`config.mk`:
```
export PLATFORM = sky130hd
export DESIGN_NAME = sdes_seq_ctrl_flat
export DESIGN_NICKNAME = d
export VERILOG_FILES = /design/src/rtl/sdes_pkg.sv /design/src/rtl/sdes_seq_ctrl_if.sv /design/src/rtl/sdes_fk.sv /design/src/rtl/sdes_seq_ctrl.sv /design/src/flat_wrapper.sv
export SDC_FILE = /design/constraint.sdc
export NUM_CORES = 1
export LEC_CHECK = 0
export BUFFER_PORTS_ARGS = -buffer_cell sky130_fd_sc_hd__buf_2
export CORE_UTILIZATION = 50
export DETAILED_ROUTE_END_ITERATION = 7
export GPL_ROUTABILITY_DRIVEN = 1
export HOLD_SLACK_MARGIN = 0.02
export PLACE_DENSITY_LB_ADDON = 0.15
export SKIP_CTS_REPAIR_TIMING = 1
export SLEW_MARGIN = 10
export SYNTH_ARGS = -nofsm -noshare
export SYNTH_HDL_FRONTEND = slang
export SYNTH_HIERARCHICAL = 1
export SYNTH_SLANG_ARGS = --single-unit
```
`constraint.sdc`:
```
create_clock -name clk -period 5.1 [get_ports clk]
set_clock_uncertainty 0.05 [all_clocks]
set_input_delay 1.02 -clock clk [delete_from_list [all_inputs] [get_ports clk]]
set_output_delay 1.02 -clock clk [all_outputs]
set_load 0.03 [all_outputs]
```
`src/rtl/sdes_pkg.sv`:
```
// Shared S-DES definitions: controller state encoding, bit permutations,
// S-box lookup and key schedule used by the sequencing controller.
package sdes_pkg;

    typedef enum logic [1:0] {
        ST_IDLE = 2'd0,
        ST_R1   = 2'd1,
        ST_R2   = 2'd2,
        ST_DONE = 2'd3
    } state_t;

    // Table position p (1-indexed from the MSB) of an n-bit word is bit [n-p].
    function automatic logic [9:0] p10(input logic [9:0] k);
        return {k[7], k[5], k[8], k[3], k[6], k[0], k[9], k[1], k[2], k[4]};
    endfunction

    function automatic logic [7:0] p8(input logic [9:0] k);
        return {k[4], k[7], k[3], k[6], k[2], k[5], k[0], k[1]};
    endfunction

    function automatic logic [7:0] ip(input logic [7:0] x);
        return {x[6], x[2], x[5], x[7], x[4], x[0], x[3], x[1]};
    endfunction

    function automatic logic [7:0] ip_inv(input logic [7:0] x);
        return {x[4], x[7], x[5], x[3], x[1], x[6], x[0], x[2]};
    endfunction

    function automatic logic [7:0] ep(input logic [3:0] r);
        return {r[0], r[3], r[2], r[1], r[2], r[1], r[0], r[3]};
    endfunction

    function automatic logic [3:0] p4(input logic [3:0] s);
        return {s[2], s[0], s[1], s[3]};
    endfunction

    // Row comes from the outer bits, column from the inner bits of the nibble.
    function automatic logic [1:0] sbox_lookup(input logic [31:0] tbl, input logic [3:0] n);
        logic [3:0] entry;
        entry = {n[3], n[0], n[2], n[1]};
        return tbl[{entry, 1'b0} +: 2];
    endfunction

    function automatic logic [4:0] rotl5(input logic [4:0] h, input int unsigned n);
        logic [4:0] o;
        o = h;
        for (int i = 0; i < 3; i++) begin
            if (i < n) o = {o[3:0], o[4]};
        end
        return o;
    endfunction

    // Returns {K1, K2}; K2 uses the P10 halves rotated by three in total.
    function automatic logic [15:0] keygen(input logic [9:0] key);
        logic [9:0] p;
        logic [7:0] k1;
        logic [7:0] k2;
        p  = p10(key);
        k1 = p8({rotl5(p[9:5], 1), rotl5(p[4:0], 1)});
        k2 = p8({rotl5(p[9:5], 3), rotl5(p[4:0], 3)});
        return {k1, k2};
    endfunction

endpackage

```
`src/rtl/sdes_seq_ctrl_if.sv`:
```
// Host-side block interface of the S-DES controller: input block/key/tables
// handshake and result handshake.
interface sdes_seq_ctrl_if;
    logic        in_valid;
    logic        in_ready;
    logic [7:0]  in_data;
    logic [9:0]  in_key;
    logic        in_decrypt;
    logic [31:0] S0;
    logic [31:0] S1;
    logic        out_valid;
    logic        out_ready;
    logic [7:0]  out_data;

    modport master (
        output in_valid, in_data, in_key, in_decrypt, S0, S1, out_ready,
        input  in_ready, out_valid, out_data
    );

    modport slave (
        input  in_valid, in_data, in_key, in_decrypt, S0, S1, out_ready,
        output in_ready, out_valid, out_data
    );
endinterface

```
`src/rtl/sdes_fk.sv`:
```
// Combinational S-DES round function: expands the right half, mixes in the
// subkey, substitutes through both S-boxes and folds the result into the left half.
module sdes_fk
    import sdes_pkg::*;
(
    input  logic [3:0]  l,
    input  logic [3:0]  r,
    input  logic [7:0]  k,
    input  logic [31:0] s0,
    input  logic [31:0] s1,
    output logic [3:0]  l_out
);

    logic [7:0] mixed;
    logic [1:0] s0_val;
    logic [1:0] s1_val;

    assign mixed  = ep(r) ^ k;
    assign s0_val = sbox_lookup(s0, mixed[7:4]);
    assign s1_val = sbox_lookup(s1, mixed[3:0]);
    assign l_out  = l ^ p4({s0_val, s1_val});

endmodule

```
`src/rtl/sdes_seq_ctrl.sv`:
```
// Iterative S-DES sequencing controller: one block per pass through
// IDLE -> R1 -> R2 -> DONE, sharing a single round-function instance.
module sdes_seq_ctrl
    import sdes_pkg::*;
#(
    parameter int CNT_W = 16
) (
    input  logic             clk,
    input  logic             rst_n,
    sdes_seq_ctrl_if.slave   bus,
    output logic             busy,
    output logic [CNT_W-1:0] blk_cnt
);

    state_t      state;
    state_t      state_nxt;
    logic [3:0]  l_q;
    logic [3:0]  r_q;
    logic [7:0]  ka_q;
    logic [7:0]  kb_q;
    logic [31:0] s0_q;
    logic [31:0] s1_q;
    logic [7:0]  out_data_q;
    logic        out_valid_q;
    logic        in_ready_c;
    logic        accept;
    logic        handoff;
    logic [7:0]  fk_key;
    logic [3:0]  fk_l;
    logic [15:0] subkeys;
    logic [7:0]  ip_data;

    assign subkeys       = keygen(bus.in_key);
    assign ip_data       = ip(bus.in_data);
    assign bus.in_ready  = in_ready_c;
    assign bus.out_valid = out_valid_q;
    assign bus.out_data  = out_data_q;

    always_ff @(posedge clk or negedge rst_n) begin
        if (!rst_n) state <= ST_IDLE;
        else        state <= state_nxt;
    end

    always_comb begin
        state_nxt  = state;
        in_ready_c = 1'b0;
        busy       = 1'b1;
        accept     = 1'b0;
        handoff    = 1'b0;
        fk_key     = ka_q;
        case (state)
            ST_IDLE: begin
                in_ready_c = 1'b1;
                busy       = 1'b0;
                if (bus.in_valid) begin
                    accept    = 1'b1;
                    state_nxt = ST_R1;
                end
            end
            ST_R1: state_nxt = ST_R2;
            ST_R2: begin
                fk_key    = kb_q;
                state_nxt = ST_DONE;
            end
            ST_DONE: begin
                if (bus.out_ready) begin
                    handoff   = 1'b1;
                    state_nxt = ST_IDLE;
                end
            end
        endcase
    end

    sdes_fk u_fk (
        .l     (l_q),
        .r     (r_q),
        .k     (fk_key),
        .s0    (s0_q),
        .s1    (s1_q),
        .l_out (fk_l)
    );

    // Everything the block needs is captured at accept so the host may move on.
    always_ff @(posedge clk or negedge rst_n) begin
        if (!rst_n) begin
            l_q         <= '0;
            r_q         <= '0;
            ka_q        <= '0;
            kb_q        <= '0;
            s0_q        <= '0;
            s1_q        <= '0;
            out_data_q  <= '0;
            out_valid_q <= 1'b0;
            blk_cnt     <= '0;
        end else begin
            case (state)
                ST_IDLE: begin
                    if (accept) begin
                        {l_q, r_q} <= ip_data;
                        s0_q       <= bus.S0;
                        s1_q       <= bus.S1;
                        if (bus.in_decrypt) begin
                            ka_q <= subkeys[7:0];
                            kb_q <= subkeys[15:8];
                        end else begin
                            ka_q <= subkeys[15:8];
                            kb_q <= subkeys[7:0];
                        end
                    end
                end
                ST_R1: begin
                    l_q <= r_q;
                    r_q <= fk_l;
                end
                ST_R2: begin
                    out_data_q  <= ip_inv({fk_l, r_q});
                    out_valid_q <= 1'b1;
                end
                ST_DONE: begin
                    if (handoff) begin
                        out_valid_q <= 1'b0;
                        if (blk_cnt != {CNT_W{1'b1}}) blk_cnt <= blk_cnt + 1'b1;
                    end
                end
            endcase
        end
    end

endmodule
```
`src/flat_wrapper.sv`:
```
// flat-port wrapper written by rule: the top's interface ports become plain ports
module sdes_seq_ctrl_flat import sdes_pkg::*;
#(
    parameter int CNT_W = 16
)
  (clk, rst_n, busy, blk_cnt, bus_in_valid, bus_in_data, bus_in_key, bus_in_decrypt, bus_S0, bus_S1, bus_out_ready, bus_in_ready, bus_out_valid, bus_out_data);
  sdes_seq_ctrl_if bus_i ();
  input  logic clk;
  input  logic rst_n;
  output logic busy;
  output logic [CNT_W-1:0] blk_cnt;
  input wire logic [$bits(bus_i.in_valid)-1:0] bus_in_valid;
  input wire logic [$bits(bus_i.in_data)-1:0] bus_in_data;
  input wire logic [$bits(bus_i.in_key)-1:0] bus_in_key;
  input wire logic [$bits(bus_i.in_decrypt)-1:0] bus_in_decrypt;
  input wire logic [$bits(bus_i.S0)-1:0] bus_S0;
  input wire logic [$bits(bus_i.S1)-1:0] bus_S1;
  input wire logic [$bits(bus_i.out_ready)-1:0] bus_out_ready;
  output wire logic [$bits(bus_i.in_ready)-1:0] bus_in_ready;
  output wire logic [$bits(bus_i.out_valid)-1:0] bus_out_valid;
  output wire logic [$bits(bus_i.out_data)-1:0] bus_out_data;
  assign bus_i.in_valid = bus_in_valid;
  assign bus_i.in_data = bus_in_data;
  assign bus_i.in_key = bus_in_key;
  assign bus_i.in_decrypt = bus_in_decrypt;
  assign bus_i.S0 = bus_S0;
  assign bus_i.S1 = bus_S1;
  assign bus_i.out_ready = bus_out_ready;
  assign bus_in_ready = bus_i.in_ready;
  assign bus_out_valid = bus_i.out_valid;
  assign bus_out_data = bus_i.out_data;
  sdes_seq_ctrl #(.CNT_W(CNT_W)) u_core (.clk(clk), .rst_n(rst_n), .bus(bus_i), .busy(busy), .blk_cnt(blk_cnt));
endmodule
```
==> results of run 1 <==
==> final cells by class <==
cell class                      instances  area [um^2]  share of cell area, %
Multi-Input combinational cell        414         2550                   37.5
Tap cell                              140          175                   2.58
Clock buffer                           24          500                   7.36
Inverter                                6         22.5                  0.331
Sequential cell                       115         2880                   42.3
Clock inverter                          8         73.8                   1.09
Timing Repair Buffer                  117          598                   8.80
==> per-stage QoR <==
step	utilization (%)	cells	instance area, um^2	hold slack [ps]	total power (uW)
after CTS	62.7	824	6800	423	4930
after detailed placement	57.4	792	6220	406	3770
final	62.7	824	6800	419	4910
after global routing	62.7	824	6800	445	5250
after global placement	57.4	792	6220	407	3680
after floorplan	-	560	5550	387	3230
==> flip-flops by register name, indices dropped and copies added, names as in the netlist <==
signal	count
u_core/blk_cnt	16
u_core/bus.out_data	8
u_core/bus.out_valid	1
u_core/ka_q	8
u_core/kb_q	8
u_core/l_q	4
u_core/r_q	4
u_core/s0_q	32
u_core/s1_q	32
u_core/state	2
==> routing by layer <==
metal | share of wire [%] | GRT usage [%] | vias to the layer above
met4 | 1.4 | 8.71 | 0
met3 | 4.7 | 4.54 | 17
met5 | 0 | 0 | -
met1 | 49 | 34.8 | 2159
li1 | - | - | 2113
met2 | 45 | 35.0 | 134
==> cells in the final DEF (no fill, tap or decap), types with 4 or more instances in the layout <==
cell type,n
a21oi_1,16
a31oi_1,4
buf_2,112
buf_4,5
clkbuf_16,16
clkbuf_8,7
clkinv_2,4
dfrtp_1,115
ha_1,5
inv_1,6
mux2_2,25
mux2i_1,4
mux4_1,11
mux4_2,5
nand2_1,233
nand3_1,6
nand4_1,10
nor2_1,19
nor2b_1,4
o21ai_0,9
o22ai_1,17
xnor2_1,15
xor2_1,12
==> critical path: cells and delay by family, from the launching register on <==
family,cells,cell delay (ps)
compound gates,2,200
xor+xnor,2,530
fa+ha+maj,1,340
buf+inv,2,400
flops,1,410
mux,3,1330
simple gates,2,260
==> path summary, 6_finish.rpt <==
path / to / slack (ps) / depth (start not counted)
hold / removal: u_core/s0_q[21] / 420 / 2
hold reg to reg: u_core/s0_q[21] / 420 / 2
min in group asynchronous: u_core/blk_cnt[11] / 600 / 1
setup reg to reg: u_core/r_q[0] / 1430 / 12
setup / recovery: u_core/r_q[0] / 1430 / 12
max in group asynchronous: u_core/kb_q[0] / 3280 / 2
==> power groups by stage <==
stage	registers (uW)	logic, uW	clock network [uW]
CTS	1630	2160	1140
global placement	1640	2030	0
global route	1670	2390	1180
detailed placement	1640	2140	0
floorplan	1630	1610	0
finish	1630	2160	1120
==> logic make-up after synthesis <==
logic type	Yosys count	synth area share [%]
multiplexers	45	13.0
AND/OR/NAND/NOR	282	20.3
adder cells (fa/ha/maj)	5	1.13
AO/OA/AOI/OAI	51	5.48
buffers and inverters	31	2.28
XOR/XNOR	31	5.84
flip-flops	115	51.9
==> impl_metrics.env, run 1 <==
export IMPL_synth_cell_types=34
export IMPL_finalSetupViolCount=0
export IMPL_synthToLayoutAreaGrowth_pct=22.6
export IMPL_clkPwrFrac_pct=22.8
export IMPL_max_slew_margin_pct=26.7
export IMPL_path_class="reg2reg"
export IMPL_grt_max_degree=82
export IMPL_via_count=4423
export IMPL_drt_iter0_markers=230
export IMPL_dp_slack_ps=1480
export IMPL_dieWidth_um=107
export IMPL_rows=38
export IMPL_num_antenna_cells=0
export IMPL_switching_share_pct=38.5
export IMPL_hp_class="reg2reg"
export IMPL_yosys_area_top_type="dfrtp_1"
export IMPL_wl_per_cell_um=15.3
export IMPL_worst_pin_slew_ps=1100
export IMPL_synthFlopType="dfrtp_1"
export IMPL_ir_drop_v=0.000402
export IMPL_worst_slack_ps=1430
export IMPL_antenna_found_initial=0
export IMPL_die_area_um2=11500
export IMPL_required_ps=5400
export IMPL_synth_top_area_share_pct=51.9
export IMPL_rsz0062_at_grt="no"
export IMPL_p_int_uw=3020
export IMPL_cts_sinks=115
export IMPL_start_util_pct=51.2
export IMPL_syn_nets=652
export IMPL_root_buffer="clkbuf_8"
export IMPL_ys_seq_area_share_pct=51.9
export IMPL_fillCellCount=917
export IMPL_io_pin_count=114
export IMPL_yosys_warnings=6
export IMPL_async_reset_ff_share_pct=100
export IMPL_hold_path_startpoint="u_core/s0_q[21]"
export IMPL_synth_edf_count=0
export IMPL_cts_clk_slew_worst_paths_ps=60
export IMPL_gp_congestion=0.857
export IMPL_core_region_area_um2=10800
export IMPL_fin_crit_ps=3670
export IMPL_seqPwrFrac_pct=33.2
export IMPL_die_h_um=107
export IMPL_powerDensity_nw_per_um2=723
export IMPL_reg2reg_from="u_core/state[0]"
export IMPL_synth_common_cells="234 x nand2_1, 115 x dfrtp_1, 25 x mux2_2"
export IMPL_max_freq_ghz=0.272
export IMPL_crit_path_top_delay_cell="mux4_1"
export IMPL_tns_ps=0
export IMPL_crit_chain="inv_1, ha_1, buf_4, mux2_2, xor2_4, mux4_1, nand2_1, nand4_1, xor2_1, mux2_2, o22ai_1, a21oi_1"
export IMPL_yosys_cell_count_top_type="nand2_1"
export IMPL_drtPass1Iterations=6
export IMPL_routed_via_density=5.37
export IMPL_synth_cells=560
export IMPL_synth_seq_cells=115
export IMPL_dp_hpwl_mm=8.74
export IMPL_nNetsFinal=763
export IMPL_final_max_slew_viol_count=0
export IMPL_grt_pass1_vias=4206
export IMPL_end_kind="register"
export IMPL_cts_tree="built"
export IMPL_layout_drive_gt1_share_pct=26.9
export IMPL_status="complete, but fails checks"
export IMPL_pwr_share_comb_pct=44.0
export IMPL_grt_pass1_wl_mm=20.7
export IMPL_min_period_over_period_pct=72.1
export IMPL_power_net_switching_uw=1890
export IMPL_synth_top_cells_by_area="dfrtp_1 52%, nand2_1 16%, mux4_1 5.2%, mux2_2 5.1%, xnor2_1 2.4%"
export IMPL_syn_cell_area_um2=5550
export IMPL_drc=1
export IMPL_grt_overflow=0
export IMPL_violations="DRC"
export IMPL_crit_fanout=12
export IMPL_clk_latency_ps=510
export IMPL_crit_path_start_kind="register"
export IMPL_clockBufferDepth=2
export IMPL_drt_wl_total_mm=12.6
export IMPL_ant_nets=0
export IMPL_crit_path_frequent_cell="mux2_2"
export IMPL_avgSynthCellArea_um2=9.90
export IMPL_worstPathArrival_ps=3970
export IMPL_cts_made_buffers=17
export IMPL_maxCapViolCount=0
export IMPL_track_usage_pct=23.7
export IMPL_port_buffers=113
export IMPL_p_leak_uw=0.00342
export IMPL_critPathMaxStageDelay_ps=630
export IMPL_critPathLaunch="u_core/state[0]"
export IMPL_hold_violations=0
export IMPL_h_tree_depth=4
No activity file was read; power rests on OpenSTA's default activity.
==> run 2: changes to the inputs <==
==> constraint.sdc (replaced) <==
create_clock -name clk -period 3.05 [get_ports clk]
set_clock_uncertainty 0.05 [all_clocks]
set_input_delay 0.61 -clock clk [delete_from_list [all_inputs] [get_ports clk]]
set_output_delay 0.61 -clock clk [all_outputs]
set_load 0.03 [all_outputs]
==> run 2 against run 1 <==
The flow now finishes without violations. Setup slack worse by 1300 ps. Count of clock-buffer cells in the layout is 3 lower. Sequential share of layout area is 1.6 points lower. Wire length is 4.8% higher. Cell count is 1.7% higher. Design area is 4.0% higher. Power is 85% higher. Combinational power is 87% higher. Critical path type unchanged. Highest routed layer unchanged.
==> impl_metrics.env, run 2 (synthesis results as in run 1) <==
export IMPL_status="finished clean"
export IMPL_drtPass1Iterations=4
export IMPL_clkPwrFrac_pct=24.9
export IMPL_num_antenna_cells=0
export IMPL_min_period_over_period_pct=96.5
export IMPL_p_leak_uw=0.00351
export IMPL_routed_via_density=5.24
export IMPL_fin_util_pct=65.2
export IMPL_core_region_area_um2=10800
export IMPL_grt_pass1_wl_mm=21.3
export IMPL_worstRegToRegCells=12
export IMPL_drt_wl_total_mm=13.2
export IMPL_root_buffer="clkbuf_8"
export IMPL_finalSetupViolCount=0
export IMPL_hp_class="in2async"
export IMPL_crit_chain="inv_2, ha_4, mux2_4, xor2_4, buf_12, mux4_2, nand2_1, nand4_1, xor2_2, mux2_2, o22ai_2, a21oi_1"
export IMPL_wl_per_cell_um=15.8
export IMPL_crit_fanout=8
export IMPL_layout_drive_gt1_share_pct=30.2
export IMPL_clockBufferDepth=2
export IMPL_start_util_pct=51.2
export IMPL_dp_hpwl_mm=8.99
export IMPL_crit_path_start_kind="register"
export IMPL_worst_pin_slew_ps=660
export IMPL_die_h_um=107
export IMPL_final_max_slew_viol_count=0
export IMPL_max_slew_margin_pct=55.6
export IMPL_tns_ps=0
export IMPL_synthToLayoutAreaGrowth_pct=27.5
export IMPL_mostFrequentLayoutCell="nand2_1"
export IMPL_p_int_uw=5760
export IMPL_critical_path_top_delay_family="multiplexers"
export IMPL_antenna_found_initial=0
export IMPL_cts_clk_slew_worst_paths_ps=60
export IMPL_finalPower_uw=9070
export IMPL_seqPwrFrac_pct=30.7
export IMPL_hold_violations=0
export IMPL_worstPathArrival_ps=3270
export IMPL_drt_iter0_markers=258
export IMPL_cts_sinks=115
export IMPL_via_count=4395
export IMPL_critPathMaxStageDelay_ps=500
export IMPL_max_freq_ghz=0.340
export IMPL_switching_share_pct=36.5
export IMPL_port_buffers=113
export IMPL_io_pin_count=114
export IMPL_ir_drop_v=0.000564
export IMPL_path_buf_inv=2
export IMPL_end_kind="register"
export IMPL_dieWidth_um=107
export IMPL_powerDensity_nw_per_um2=1280
export IMPL_grt_overflow=0
export IMPL_fin_crit_ps=2940
export IMPL_grt_pass1_vias=4198
export IMPL_final_cell_mix="233 x nand2_1, 115 x dfrtp_1, 112 x buf_2"
export IMPL_crit_path_top_delay_cell="mux4_2"
export IMPL_reg_top3="u_core/s0_q (32), u_core/s1_q (32), u_core/blk_cnt (16)"
export IMPL_nNetsFinal=777
export IMPL_power_net_switching_uw=3310
export IMPL_track_usage_pct=24.3
export IMPL_required_ps=3380
export IMPL_pwr_share_comb_pct=44.4
export IMPL_maxCapViolCount=0
export IMPL_drc=0
export IMPL_die_area_um2=11500
export IMPL_rows=38
export IMPL_clk_latency_ps=510
export IMPL_gp_congestion=0.794
export IMPL_cts_tree="built"
export IMPL_h_tree_depth=4
export IMPL_grt_max_degree=79
export IMPL_cts_made_buffers=17
export IMPL_crit_cells=12
export IMPL_hold_ws_ps=74.8
export IMPL_ant_nets=0
export IMPL_path_class="reg2reg"
-- run 2: layout make-up --
class | count | area (um^2)
fillers | 882 | 3770
well taps | 140 | 175
flip-flops and latches | 115 | 2880
inverters | 6 | 22.5
clock inverters | 11 | 230
repair buffers | 131 | 753
multi-input cells | 414 | 2570
clock buffers | 21 | 439
-- run 2: final timing paths --
| check | from | end | slack [ps] |
|---|---|---|---|
| min in group clk | bus_S0[31] | u_core/s0_q[31] | 240 |
| setup / recovery | u_core/state[0] | u_core/r_q[3] | 110 |
| hold / removal | rst_n | u_core/blk_cnt[9] | 70 |
| hold reg to reg | u_core/s1_q[26] | u_core/s1_q[26] | 430 |
| setup reg to reg | u_core/state[0] | u_core/r_q[3] | 110 |
| max in group asynchronous | rst_n | u_core/s0_q[13] | 2200 |
-- run 2: power groups by stage --
stage	Clock (uW)	Combinational [uW]	Sequential, uW
finish	2260	4030	2780
CTS	2290	3880	2770
global route	2370	4430	2860
detailed placement	0	3820	2760
floorplan	0	2800	2730
global placement	0	3640	2780
-- run 2: worst reg2reg max path, delay by kind of cell (launching register included) --
kind	cells	cell delay [ps]
and+or+nand+nor	2	260
AOI/OAI and AO/OA	2	190
DFF	1	390
muxes	3	1150
buffers and inverters	2	250
adders and majority gates	1	180
xor gates and xnor gates	2	370
-- run 2: per-stage QoR --
stage / setup WS (ps) / instances / cell area [um^2]
global placement: 55.5 / 803 / 6320
finish: 106 / 838 / 7070
floorplan: 6.14 / 560 / 5540
CTS: -246 / 835 / 6990
detailed placement: -146 / 803 / 6320
global route: -8.54 / 838 / 7070
-- run 2: per-layer routing --
metal	wire length [um]	vias up	GRT usage (%)
met3	647	12	5.63
met1	6300	2123	34.6
li1	-	2124	-
met4	127	0	6.95
met5	0	-	0
met2	6130	136	37.5
==> run 3: changes to the inputs <==
--- a/config.mk
+++ b/config.mk
@@ -6,7 +6,7 @@
 export NUM_CORES = 1
 export LEC_CHECK = 0
 export BUFFER_PORTS_ARGS = -buffer_cell sky130_fd_sc_hd__buf_2
-export CORE_UTILIZATION = 50
+export CORE_UTILIZATION = 30
 export DETAILED_ROUTE_END_ITERATION = 7
 export GPL_ROUTABILITY_DRIVEN = 1
 export HOLD_SLACK_MARGIN = 0.02
==> run 3 against run 2 <==
First-iteration DRC count fell by 1.6%. Count of clock-buffer cells in the layout rose by 2. Cell count rose by 10%. Sequential share of layout area rose by 0.18 points.
==> impl_metrics.env, run 3 (synthesis results as in run 1) <==
export IMPL_status="finished clean"
export IMPL_via_count=4288
export IMPL_reg2reg_from="u_core/state[0]"
export IMPL_crit_chain="inv_2, ha_4, mux2_4, xor2_4, buf_12, mux4_2, nand2_1, nand4_1, xor2_2, mux2_2, o22ai_2, a21oi_1"
export IMPL_gp_congestion=0.785
export IMPL_drt_iter0_markers=254
export IMPL_grt_pass1_vias=4251
export IMPL_start_util_pct=30.8
export IMPL_ant_nets=0
export IMPL_layout_drive_gt1_share_pct=30.1
export IMPL_dieWidth_um=138
export IMPL_tns_ps=0
export IMPL_min_period_over_period_pct=95.0
export IMPL_wl_per_cell_um=14.6
export IMPL_final_cell_mix="233 x nand2_1, 115 x dfrtp_1, 112 x buf_2"
export IMPL_grt_overflow=0
export IMPL_powerDensity_nw_per_um2=1210
export IMPL_fillCellCount=1827
export IMPL_cts_tree="built"
export IMPL_crit_path_top_delay_cell="mux4_2"
export IMPL_path_buf_inv=2
export IMPL_seqPwrFrac_pct=32.0
export IMPL_switching_share_pct=37.5
export IMPL_final_max_slew_viol_count=0
export IMPL_drtPass1Iterations=4
export IMPL_critical_path_top_delay_family="multiplexers"
export IMPL_cts_made_buffers=17
export IMPL_synthToLayoutAreaGrowth_pct=26.9
export IMPL_worst_pin_slew_ps=672
export IMPL_dp_hpwl_mm=10.1
export IMPL_maxCapViolCount=0
export IMPL_nNetsFinal=777
export IMPL_placedCellCount=894
export IMPL_hp_class="in2async"
export IMPL_rr_endpoint="u_core/r_q[1]"
export IMPL_grt_max_degree=53
export IMPL_hold_violations=0
export IMPL_io_pin_count=114
export IMPL_endpoint="u_core/r_q[1]"
export IMPL_drc=0
export IMPL_h_tree_depth=4
export IMPL_mostFrequentLayoutCell="nand2_1"
export IMPL_reg_top3="u_core/s0_q (32), u_core/s1_q (32), u_core/blk_cnt (16)"
export IMPL_crit_cells=12
export IMPL_pwr_share_comb_pct=46.6
export IMPL_die_area_um2=19000
export IMPL_rows=49
export IMPL_routed_via_density=4.64
export IMPL_rsz0062_at_grt="no"
export IMPL_port_buffers=113
export IMPL_root_buffer="clkbuf_16"
export IMPL_path_class="reg2reg"
export IMPL_critPathMaxStageDelay_ps=500
export IMPL_stdcell_count=924
export IMPL_max_freq_ghz=0.345
export IMPL_crit_fanout=8
export IMPL_ir_drop_v=0.000514
export IMPL_power_net_switching_uw=3200
export IMPL_r2r_slack_ps=150
export IMPL_max_slew_margin_pct=54.8
export IMPL_cts_sinks=115
export IMPL_clkPwrFrac_pct=21.4
export IMPL_p_int_uw=5340
export IMPL_fin_crit_ps=2900
export IMPL_clockBufferDepth=2
export IMPL_clk_latency_ps=410
export IMPL_worstRegToRegCells=12
export IMPL_p_leak_uw=0.00345
export IMPL_grt_pass1_wl_mm=21.8
export IMPL_cts_clk_slew_worst_paths_ps=50
export IMPL_worstPathArrival_ps=3130
export IMPL_num_antenna_cells=0
export IMPL_design_area_um2=7040
export IMPL_crit_path_start_kind="register"
export IMPL_required_ps=3280
export IMPL_track_usage_pct=15.3
export IMPL_critPathLaunch="u_core/state[0]"
export IMPL_drt_wl_total_mm=13.5
export IMPL_die_h_um=138
export IMPL_finalSetupViolCount=0
export IMPL_worst_slack_ps=153
export IMPL_core_region_area_um2=18000
export IMPL_hold_ws_ps=174
export IMPL_end_kind="register"
export IMPL_antenna_found_initial=0
export IMPL_place_area_um2=6450
export IMPL_dp_slack_ps=-107
-- run 3: worst min path at each step --
stage	endpoint	slack [ps]	depth (start not counted)
after floorplan	u_core/blk_cnt[0]	260	0
after global placement	u_core/ka_q[1]	410	2
after detailed placement	u_core/s1_q[29]	410	2
after CTS	u_core/s1_q[22]	200	1
after global routing	u_core/s1_q[22]	210	1
final	u_core/s1_q[22]	170	1
-- run 3: metal layers --
| metal | wire [um] | vias up | track usage (%) |
|---|---|---|---|
| met3 | 661 | 11 | 5.04 |
| met2 | 6050 | 97 | 22.4 |
| met1 | 6630 | 2059 | 21.4 |
| met4 | 141 | 0 | 4.53 |
| li1 | - | 2121 | - |
| met5 | 0 | - | 0 |
-- run 3: area by class of cell --
type | instances | area [um^2] | share of cell area [%]
well taps | 229 | 287 | 4.07
clock buffers | 23 | 488 | 6.93
clock inverters | 6 | 55.1 | 0.782
repair buffers | 131 | 741 | 10.5
multi-input cells | 414 | 2570 | 36.5
flip-flops and latches | 115 | 2880 | 40.9
inverters | 6 | 22.5 | 0.320
-- run 3: metrics by stage --
| step | total power, uW | util (%) |
|---|---|---|
| 2_1_floorplan | 5540 | - |
| 3_3_place_gp | 6600 | 35.8 |
| 3_5_place_dp | 6680 | 35.8 |
| 4_1_cts | 8560 | 38.8 |
| 5_1_grt | 9210 | 39.0 |
| 6_report | 8540 | 39.0 |
-- run 3: worst reg2reg max path: stages (launching register included) --
cell and delay [ps]:
dfrtp_1 380, inv_2 90, ha_4 190, mux2_4 340, xor2_4 160, buf_12 150, mux4_2 510, nand2_1 80
nand4_1 160, xor2_2 200, mux2_2 280, o22ai_2 110, a21oi_1 70
-- run 3: power by group through the flow --
stage	Sequential, uW	Combinational (uW)	Clock, uW
CTS	2730	3960	1880
detailed placement	2750	3940	0
finish	2730	3980	1830
floorplan	2730	2800	0
global placement	2790	3810	0
global route	2820	4440	1950
